File: src/rtl/sp_ram_march_bist.sv
// March C- built-in self test for a single-port synchronous RAM with one-cycle read latency.
// Each read is checked one cycle later, overlapped with the next RAM operation.
module sp_ram_march_bist #(
  parameter int                    ADDR_WIDTH = 8,
  parameter int                    DATA_WIDTH = 32,
  parameter int                    NUM_WORDS  = 256,
  parameter logic [DATA_WIDTH-1:0] BACKGROUND = '0
) (
  input  logic                    clk,
  input  logic                    rst_n,
  input  logic                    start_i,
  output logic                    busy_o,
  output logic                    done_o,
  output logic                    fail_o,
  output logic [ADDR_WIDTH-1:0]   fail_addr_o,
  output logic [DATA_WIDTH-1:0]   fail_data_o,
  output logic                    en_o,
  output logic                    we_o,
  output logic [ADDR_WIDTH-1:0]   addr_o,
  output logic [DATA_WIDTH-1:0]   wdata_o,
  output logic [DATA_WIDTH/8-1:0] be_o,
  input  logic [DATA_WIDTH-1:0]   rdata_i
);

  localparam int                    BE_W = DATA_WIDTH / 8;
  localparam logic [ADDR_WIDTH-1:0] LAST = ADDR_WIDTH'(NUM_WORDS - 1);

  typedef enum logic [3:0] {
    S_IDLE, S_M0, S_M1, S_M2, S_M3, S_M4, S_M5, S_DRAIN, S_DONE
  } state_t;

  state_t                  state_q, state_d;
  logic [ADDR_WIDTH-1:0]   addr_q;
  logic                    phase_q;  // within M1..M4: 0 = read cycle, 1 = write cycle

  logic                    is_op, up, two_ph, elem_end, we, rd;
  logic [DATA_WIDTH-1:0]   wval, rexp;

  logic                    rd_vld_p0;
  logic [DATA_WIDTH-1:0]   exp_p0;
  logic [ADDR_WIDTH-1:0]   addr_p0;

  logic                    fail_q;
  logic [ADDR_WIDTH-1:0]   fail_addr_q;
  logic [DATA_WIDTH-1:0]   fail_data_q;

  always_comb begin
    state_d  = state_q;
    is_op    = 1'b0;
    up       = 1'b1;
    two_ph   = 1'b0;
    wval     = '0;
    rexp     = '0;
    case (state_q)
      S_IDLE:  if (start_i) state_d = S_M0;
      S_M0:    begin is_op = 1'b1; wval = BACKGROUND; end
      S_M1:    begin is_op = 1'b1; two_ph = 1'b1; rexp = BACKGROUND;  wval = ~BACKGROUND; end
      S_M2:    begin is_op = 1'b1; two_ph = 1'b1; rexp = ~BACKGROUND; wval = BACKGROUND;  end
      S_M3:    begin is_op = 1'b1; two_ph = 1'b1; up = 1'b0; rexp = BACKGROUND;  wval = ~BACKGROUND; end
      S_M4:    begin is_op = 1'b1; two_ph = 1'b1; up = 1'b0; rexp = ~BACKGROUND; wval = BACKGROUND;  end
      S_M5:    begin is_op = 1'b1; rexp = BACKGROUND; end
      S_DRAIN: state_d = S_DONE;
      S_DONE:  state_d = S_IDLE;
      default: state_d = S_IDLE;
    endcase

    // An element ends on its final address, after the write half when it has one
    elem_end = is_op && (up ? (addr_q == LAST) : (addr_q == '0)) && (!two_ph || phase_q);
    if (elem_end) begin
      case (state_q)
        S_M0:    state_d = S_M1;
        S_M1:    state_d = S_M2;
        S_M2:    state_d = S_M3;
        S_M3:    state_d = S_M4;
        S_M4:    state_d = S_M5;
        S_M5:    state_d = S_DRAIN;
        default: state_d = S_IDLE;
      endcase
    end

    we = is_op && (two_ph ? phase_q : (state_q == S_M0));
    rd = is_op && !we;
  end

  always_ff @(posedge clk or negedge rst_n) begin
    if (!rst_n) begin
      state_q <= S_IDLE;
      addr_q  <= '0;
      phase_q <= 1'b0;
    end else begin
      state_q <= state_d;
      if (elem_end) begin
        phase_q <= 1'b0;
        // M3 and M4 walk downwards, so they start from the top address
        addr_q  <= (state_q == S_M2 || state_q == S_M3) ? LAST : '0;
      end else if (two_ph && !phase_q) begin
        phase_q <= 1'b1;
      end else if (is_op) begin
        phase_q <= 1'b0;
        addr_q  <= up ? addr_q + ADDR_WIDTH'(1) : addr_q - ADDR_WIDTH'(1);
      end else begin
        phase_q <= 1'b0;
        addr_q  <= '0;
      end
    end
  end

  // ---- p0: read issued; hold its expectation until rdata_i returns ----
  always_ff @(posedge clk or negedge rst_n) begin
    if (!rst_n) rd_vld_p0 <= 1'b0;
    else        rd_vld_p0 <= rd;
  end

  always_ff @(posedge clk) begin
    if (rd) begin
      exp_p0  <= rexp;
      addr_p0 <= addr_q;
    end
  end

  // ---- p1: compare returned data, latch only the first mismatch of a run ----
  always_ff @(posedge clk or negedge rst_n) begin
    if (!rst_n) begin
      fail_q      <= 1'b0;
      fail_addr_q <= '0;
      fail_data_q <= '0;
    end else if (state_q == S_IDLE && start_i) begin
      fail_q      <= 1'b0;
      fail_addr_q <= '0;
      fail_data_q <= '0;
    end else if (rd_vld_p0 && (rdata_i != exp_p0) && !fail_q) begin
      fail_q      <= 1'b1;
      fail_addr_q <= addr_p0;
      fail_data_q <= rdata_i;
    end
  end

  assign busy_o      = (state_q != S_IDLE) && (state_q != S_DONE);
  assign done_o      = (state_q == S_DONE);
  assign fail_o      = fail_q;
  assign fail_addr_o = fail_addr_q;
  assign fail_data_o = fail_data_q;
  assign en_o        = is_op;
  assign we_o        = we;
  assign addr_o      = is_op ? addr_q : '0;
  assign wdata_o     = we ? wval : '0;
  assign be_o        = we ? {BE_W{1'b1}} : '0;

endmodule

File: config.mk
export PLATFORM = sky130hd
export DESIGN_NAME = sp_ram_march_bist
export DESIGN_NICKNAME = d
export VERILOG_FILES = /design/src/rtl/sp_ram_march_bist.sv
export SDC_FILE = /design/constraint.sdc
export NUM_CORES = 1
export LEC_CHECK = 0
export CAP_MARGIN = 5
export CELL_PAD_IN_SITES_DETAIL_PLACEMENT = 1
export CELL_PAD_IN_SITES_GLOBAL_PLACEMENT = 1
export CORE_MARGIN = 2
export CORE_UTILIZATION = 37
export CTS_CLUSTER_SIZE = 24
export DETAILED_ROUTE_END_ITERATION = 12
export HOLD_SLACK_MARGIN = 0.03
export PLACE_DENSITY = 0.95
export SYNTH_ARGS = -nofsm -noshare
export SYNTH_HDL_FRONTEND = slang
export SYNTH_SLANG_ARGS = --single-unit
File: constraint.sdc
create_clock -name clk -period 9.2 [get_ports clk]
set_input_delay 1.38 -clock clk [delete_from_list [all_inputs] [get_ports clk]]
set_output_delay 1.38 -clock clk [all_outputs]
set_load 0.005 [all_outputs]
## Yosys cells after proc, flatten, opt, wreduce, memory -nomap -nowiden

Index checks and enable logic that the tools add are counted.

- Reductions and logical operators: 25
- Add/subtract/negate cells: 2
- Equality and inequality tests: 14
- Mux-type cells: 26

Operator list:

| operator | count |
|---|---|
| 32-bit 2-to-1 mux | 5 |
| 8-bit 2-to-1 mux | 8 |
| 32-bit inequality test | 1 |
| 3-bit one-hot mux with 6 select lines | 1 |
| 4-bit by 3-bit equality test with 1-bit output (second input constant) | 4 |
| 4-bit 2-to-1 mux | 3 |
| 4-bit one-hot mux with 3 select lines | 1 |
| 1-bit logical AND | 9 |
| 8-bit by 1-bit adder with 8-bit output (second input constant) | 1 |
| 4-bit by 2-bit equality test with 1-bit output (second input constant) | 2 |
| 8-bit equality test (second input constant) | 1 |
| 8-bit zero test | 1 |
| 1-bit 2-to-1 mux | 8 |
| 8-bit by 1-bit subtractor with 8-bit output (second input constant) | 1 |
| 2-bit OR reduction | 3 |
| 6-bit OR reduction | 1 |
| 4-bit by 1-bit equality test with 1-bit output (second input constant) | 1 |
| 4-bit equality test (second input constant) | 1 |
| 1-bit zero test | 4 |
| 4-bit zero test | 1 |
| 4-bit inequality test (second input constant) | 1 |
| 4-bit nonzero test | 1 |
| 4-bit OR reduction | 1 |
| 3-bit inequality test (second input constant) | 1 |
| 5 further kinds | 6 |

- Output and inout port bits: 89
- Input port bits: 35
- Logic and storage cells: 76
- Register bits after elaboration: 95

## Depth between registers and ports, before layout

- Depth after elaboration: 8
- Depth in mapped cells: 10
- Gate-level depth less buffers: 9

## Worst setup path after synthesis

OpenSTA, ideal clock, no wires.

- Path kind: reg2out
- Start: reg state_q[1]
- End: out wdata_o[10]
- Required time: 7.820 ns
- Arrival: 3.040 ns
- Path buffers: 1
- Path slack: 4.780 ns
- Stages on the path, launching flop included: 5
- Path through: dfrtp_1 > or2b_1 > a21o_1 > nor3b_1 > buf_4

- Longest elaborated chain between the ends: 6
- Elaborated cells on any way between the ends: 15
- Those cells by class: eq/ne: 6; mux: 5; reduce/logical: 4

RTL lines:

| element | line | RTL |
|---|---|---|
| from (decl) | 32 | `state_t state_q, state_d;` |
| from (signal assigned) | 91 | `state_q <= state_d;` |
| 4-bit by 2-bit equality test with 1-bit output / 4-bit by 3-bit equality test with 1-bit output (equally long branches) | 54 | `case (state_q)` |
| 4-bit OR reduction (no line) | -- |  |
| 1-bit 2-to-1 mux | 54 |  |
| 1-bit 2-to-1 mux | 81 | `we = is_op && (two_ph ? phase_q : (state_q == S_M0));` |
| 1-bit logical AND | 81 |  |
| 32-bit 2-to-1 mux * | 146 | `assign wdata_o = we ? wval : '0;` |
| to (decl) | 20 | `output logic [DATA_WIDTH-1:0] wdata_o,` |

Mark *: on every way between the ends. The rest lies on a longest branch, timed or not.

## Worst setup path after layout

- Start: reg state_q[0]
- End: out we_o

- Longest elaborated chain between the ends: 5
- Elaborated cells on any way between the ends: 12
- Those cells by class: eq/ne: 6; mux: 3; reduce/logical: 3

RTL lines:

| element | line | RTL |
|---|---|---|
| 4-bit by 2-bit equality test with 1-bit output / 4-bit by 3-bit equality test with 1-bit output (equally long branches) | 54 |  |
| 4-bit OR reduction (no line) | -- |  |
| 1-bit 2-to-1 mux | 54 |  |
| 1-bit 2-to-1 mux | 81 |  |
| 1-bit logical AND * | 81 |  |
| to (decl) | 18 | `output logic we_o,` |

Marked as above.

==> flow_summary.toml <==
[final_layout]
drive_gt1_share_pct = 6.59
diodes = 0
final_cell_mix = "clkdlybuf4s50_1, nor2_1, dfrtp_1"
final_common_cell = "clkdlybuf4s50_1"
fillers = 1039
register_area_sq_um = 1650
nets = 477
multi_input_area_sq_um = 1510
syn2layout_area_growth_pct = 36.3

[yosys]
yosys-mux-area-fraction_pct = 11.3
synth_xor_area_share_pct = 0.989
synth_fp_nets = 389
syn_area_per_cell_sq_um = 10.2
synth-seq-area-share_pct = 46.5
synthSimpleGateAreaFrac_pct = 18.8
synthFlopType = "dfrtp_1"
async_flop_share_pct = 85.9
syn_inst = 347
synth_top_family_by_area = "simple AND/OR/NAND/NOR gates"
syn_area_sq_um = 3540
synth_edf_count = 9
synth_seq_cells = 64
synth-compound-area-share_pct = 8.41
synth_fa_ha_area_share_pct = 2.97
synthDistinctLibCells = 48
synth_warnings = 0

[die]
die_x_microns = 102
die-area_sq_um = 10400
core_sq_um = 9280
initial_core_util_pct = 38.2
ios = 124
row_count = 35
die_y_microns = 102

[clock_network]
h-tree-depth = 3
clk_pin_slew_worst_paths_ns = 0.08
cts_tree = "built"
cts_setup_buffers = 0
clk_latency_ns = 0.35
root_buffer = "clkbuf_8"
cts_hold_buf = 0
cts_resized = 0
cts_buffers = 9
clock_path_buffers = 2
cts.sinks = 64

[place]
pre_cts_ws_ns = 4.85
routabilityCongestion = 0.829
io_buffers = 123
hpwl_mm = 7.60

[detailed_routing]
viasPerCell = 5.21
wl_per_cell_microns = 18.1
first_pass_iters = 4
routed-via-count = 2963
wl_mm = 10.3
drtAntennaViolNets = 0
drc = 0
drt_iter0_markers = 79

[power]
powerDensity_nw_per_um2 = 121
vdd_drop_max_uv = 52.6
leakage_nw = 2.34

[critical_path]
startpoint_type = "flop"
arrival_ns = 2.76
cp.required_ns = 7.82
cp-end-kind = "primary output"
crit_path_max_fanout = 9
crit_type = "flop to primary output"

[sta]
fin_tns_setup_ns = 0
max-slew-margin-rel_pct = 36.7
final_max_slew_viol_count = 0
setup_ws_ns = 5.06
fmax_mhz = 242
fin_crit_ns = 4.14
tightestPinTransition_ns = 0.944
setup-violations-final = 0
rsz0062_at_grt = "no"
fin_skew_ns = 0.00949
post-route-period-util_pct = 45.0
finalHoldViolCount = 0

[grt]
track_usage_pct = 19.9
grt_pass1_vias = 3267
grt_max_degree = 56
overflow = 0
antenna_found_initial = 0
grt_pass1_wl_mm = 16.0

[outcome]
status = "finished, final reports clean"

[flow_run]
max_cap_violations = 0

[worst_hold_path]
min_path_type = "flop to flop"
## sequential cells by signal, summed over array words and instances, names as in the netlist
register	cells
addr_p0	8
exp_p0	1
fail_o	1
state_q	4
phase_q	1
addr_q	8
rd_vld_p0	1
fail_addr_o	8
fail_data_o	32
## worst max-delay path, cell delays in order, from the launching register on
cell,delay (ns)
dfrtp_1,0.57
inv_1,0.18
nor2_1,0.13
a211oi_1,0.06
a211oi_1,0.80
clkdlybuf4s50_1,0.67
## per-stage QoR
step	power, mW	hold WS (ns)	utilization [%]	cell area (sq um)	cells
floorplan	0.294	0.462	-	3540	347
global placement	0.318	0.469	49.7	4610	553
detailed placement	0.319	0.493	49.7	4610	553
CTS	0.589	0.502	52.0	4830	569
global route	0.602	0.531	52.0	4830	569
finish	0.584	0.498	52.0	4830	569
## metal layers
layer	vias to the layer above	routed length (microns)	track usage, %	share of wire (%)
met1	1454	4200	22.3	41
li1	1353	-	-	-
met2	136	5180	36.7	50
met3	20	708	4.99	6.9
met4	0	210	6.77	2.0
met5	-	0	0	0
## synthesized netlist by cell type, types with 3 or more instances
master     n  area share (%)
a21oi_1   12             1.7
a22oi_1    3            0.64
a31oi_1    4            0.71
and2_1    10             1.8
buf_2      3            0.42
buf_4     35             7.4
buf_6      4             1.3
clkbuf_1   8            0.85
dfrtp_1   55              39
edfxtp_1   9             7.6
ha_1       6             2.1
inv_1     10             1.1
mux2i_1   40              11
nand2_1   11             1.2
nand3_1    9             1.3
nand4_1    6             1.1
nor2_1    59             6.3
nor2b_1    5            0.88
nor3_1    10             1.4
nor4_1     6             1.1
o211ai_1   4            0.85
xnor2_1    4            0.99
## report_power, final
part           total, mW  leakage (nW)  internal (mW)  switching, mW
sequential         0.286         0.818          0.286              0
combinational     0.0276          1.40         0.0144         0.0132
clock              0.270         0.114          0.153          0.117
## area by class of cell
type	count	area share, %
inverters	10	0.777
repair buffers	127	26.0
multi-input cells	223	31.3
clock inverters	7	1.94
clock buffers	9	2.56
flip-flops and latches	64	34.1
well taps	129	3.34
## final timing paths
check                                              end  slack (ns)  depth (start not counted)                    from
hold / removal              fail_addr_o[7]$_DFFE_PN0P_        0.50                          2    addr_p0[7]$_DFFE_PP_
setup / recovery                                  we_o        5.06                          5  state_q[0]$_DFFE_PN0P_
hold reg to reg             fail_addr_o[7]$_DFFE_PN0P_        0.50                          2    addr_p0[7]$_DFFE_PP_
max in group asynchronous   fail_data_o[6]$_DFFE_PN0P_        7.57                          2                   rst_n
min in group asynchronous  fail_data_o[21]$_DFFE_PN0P_        1.16                          2                   rst_n
setup reg to reg                 addr_q[7]$_DFFE_PN0N_        6.08                          8  state_q[2]$_DFFE_PN0P_
## cells by family (layout without fill, tap and decap cells)
kind of cell / count (synthesis) / after routing
AND/OR/NAND/NOR: 133 / 133
flip-flops: 64 / 64
buffers and inverters: 60 / 153
multiplexers: 40 / 40
AO/OA/AOI/OAI: 38 / 38
adder cells (fa/ha/maj): 8 / 8
XOR/XNOR: 4 / 4
Power figures use the tool's default switching activity.
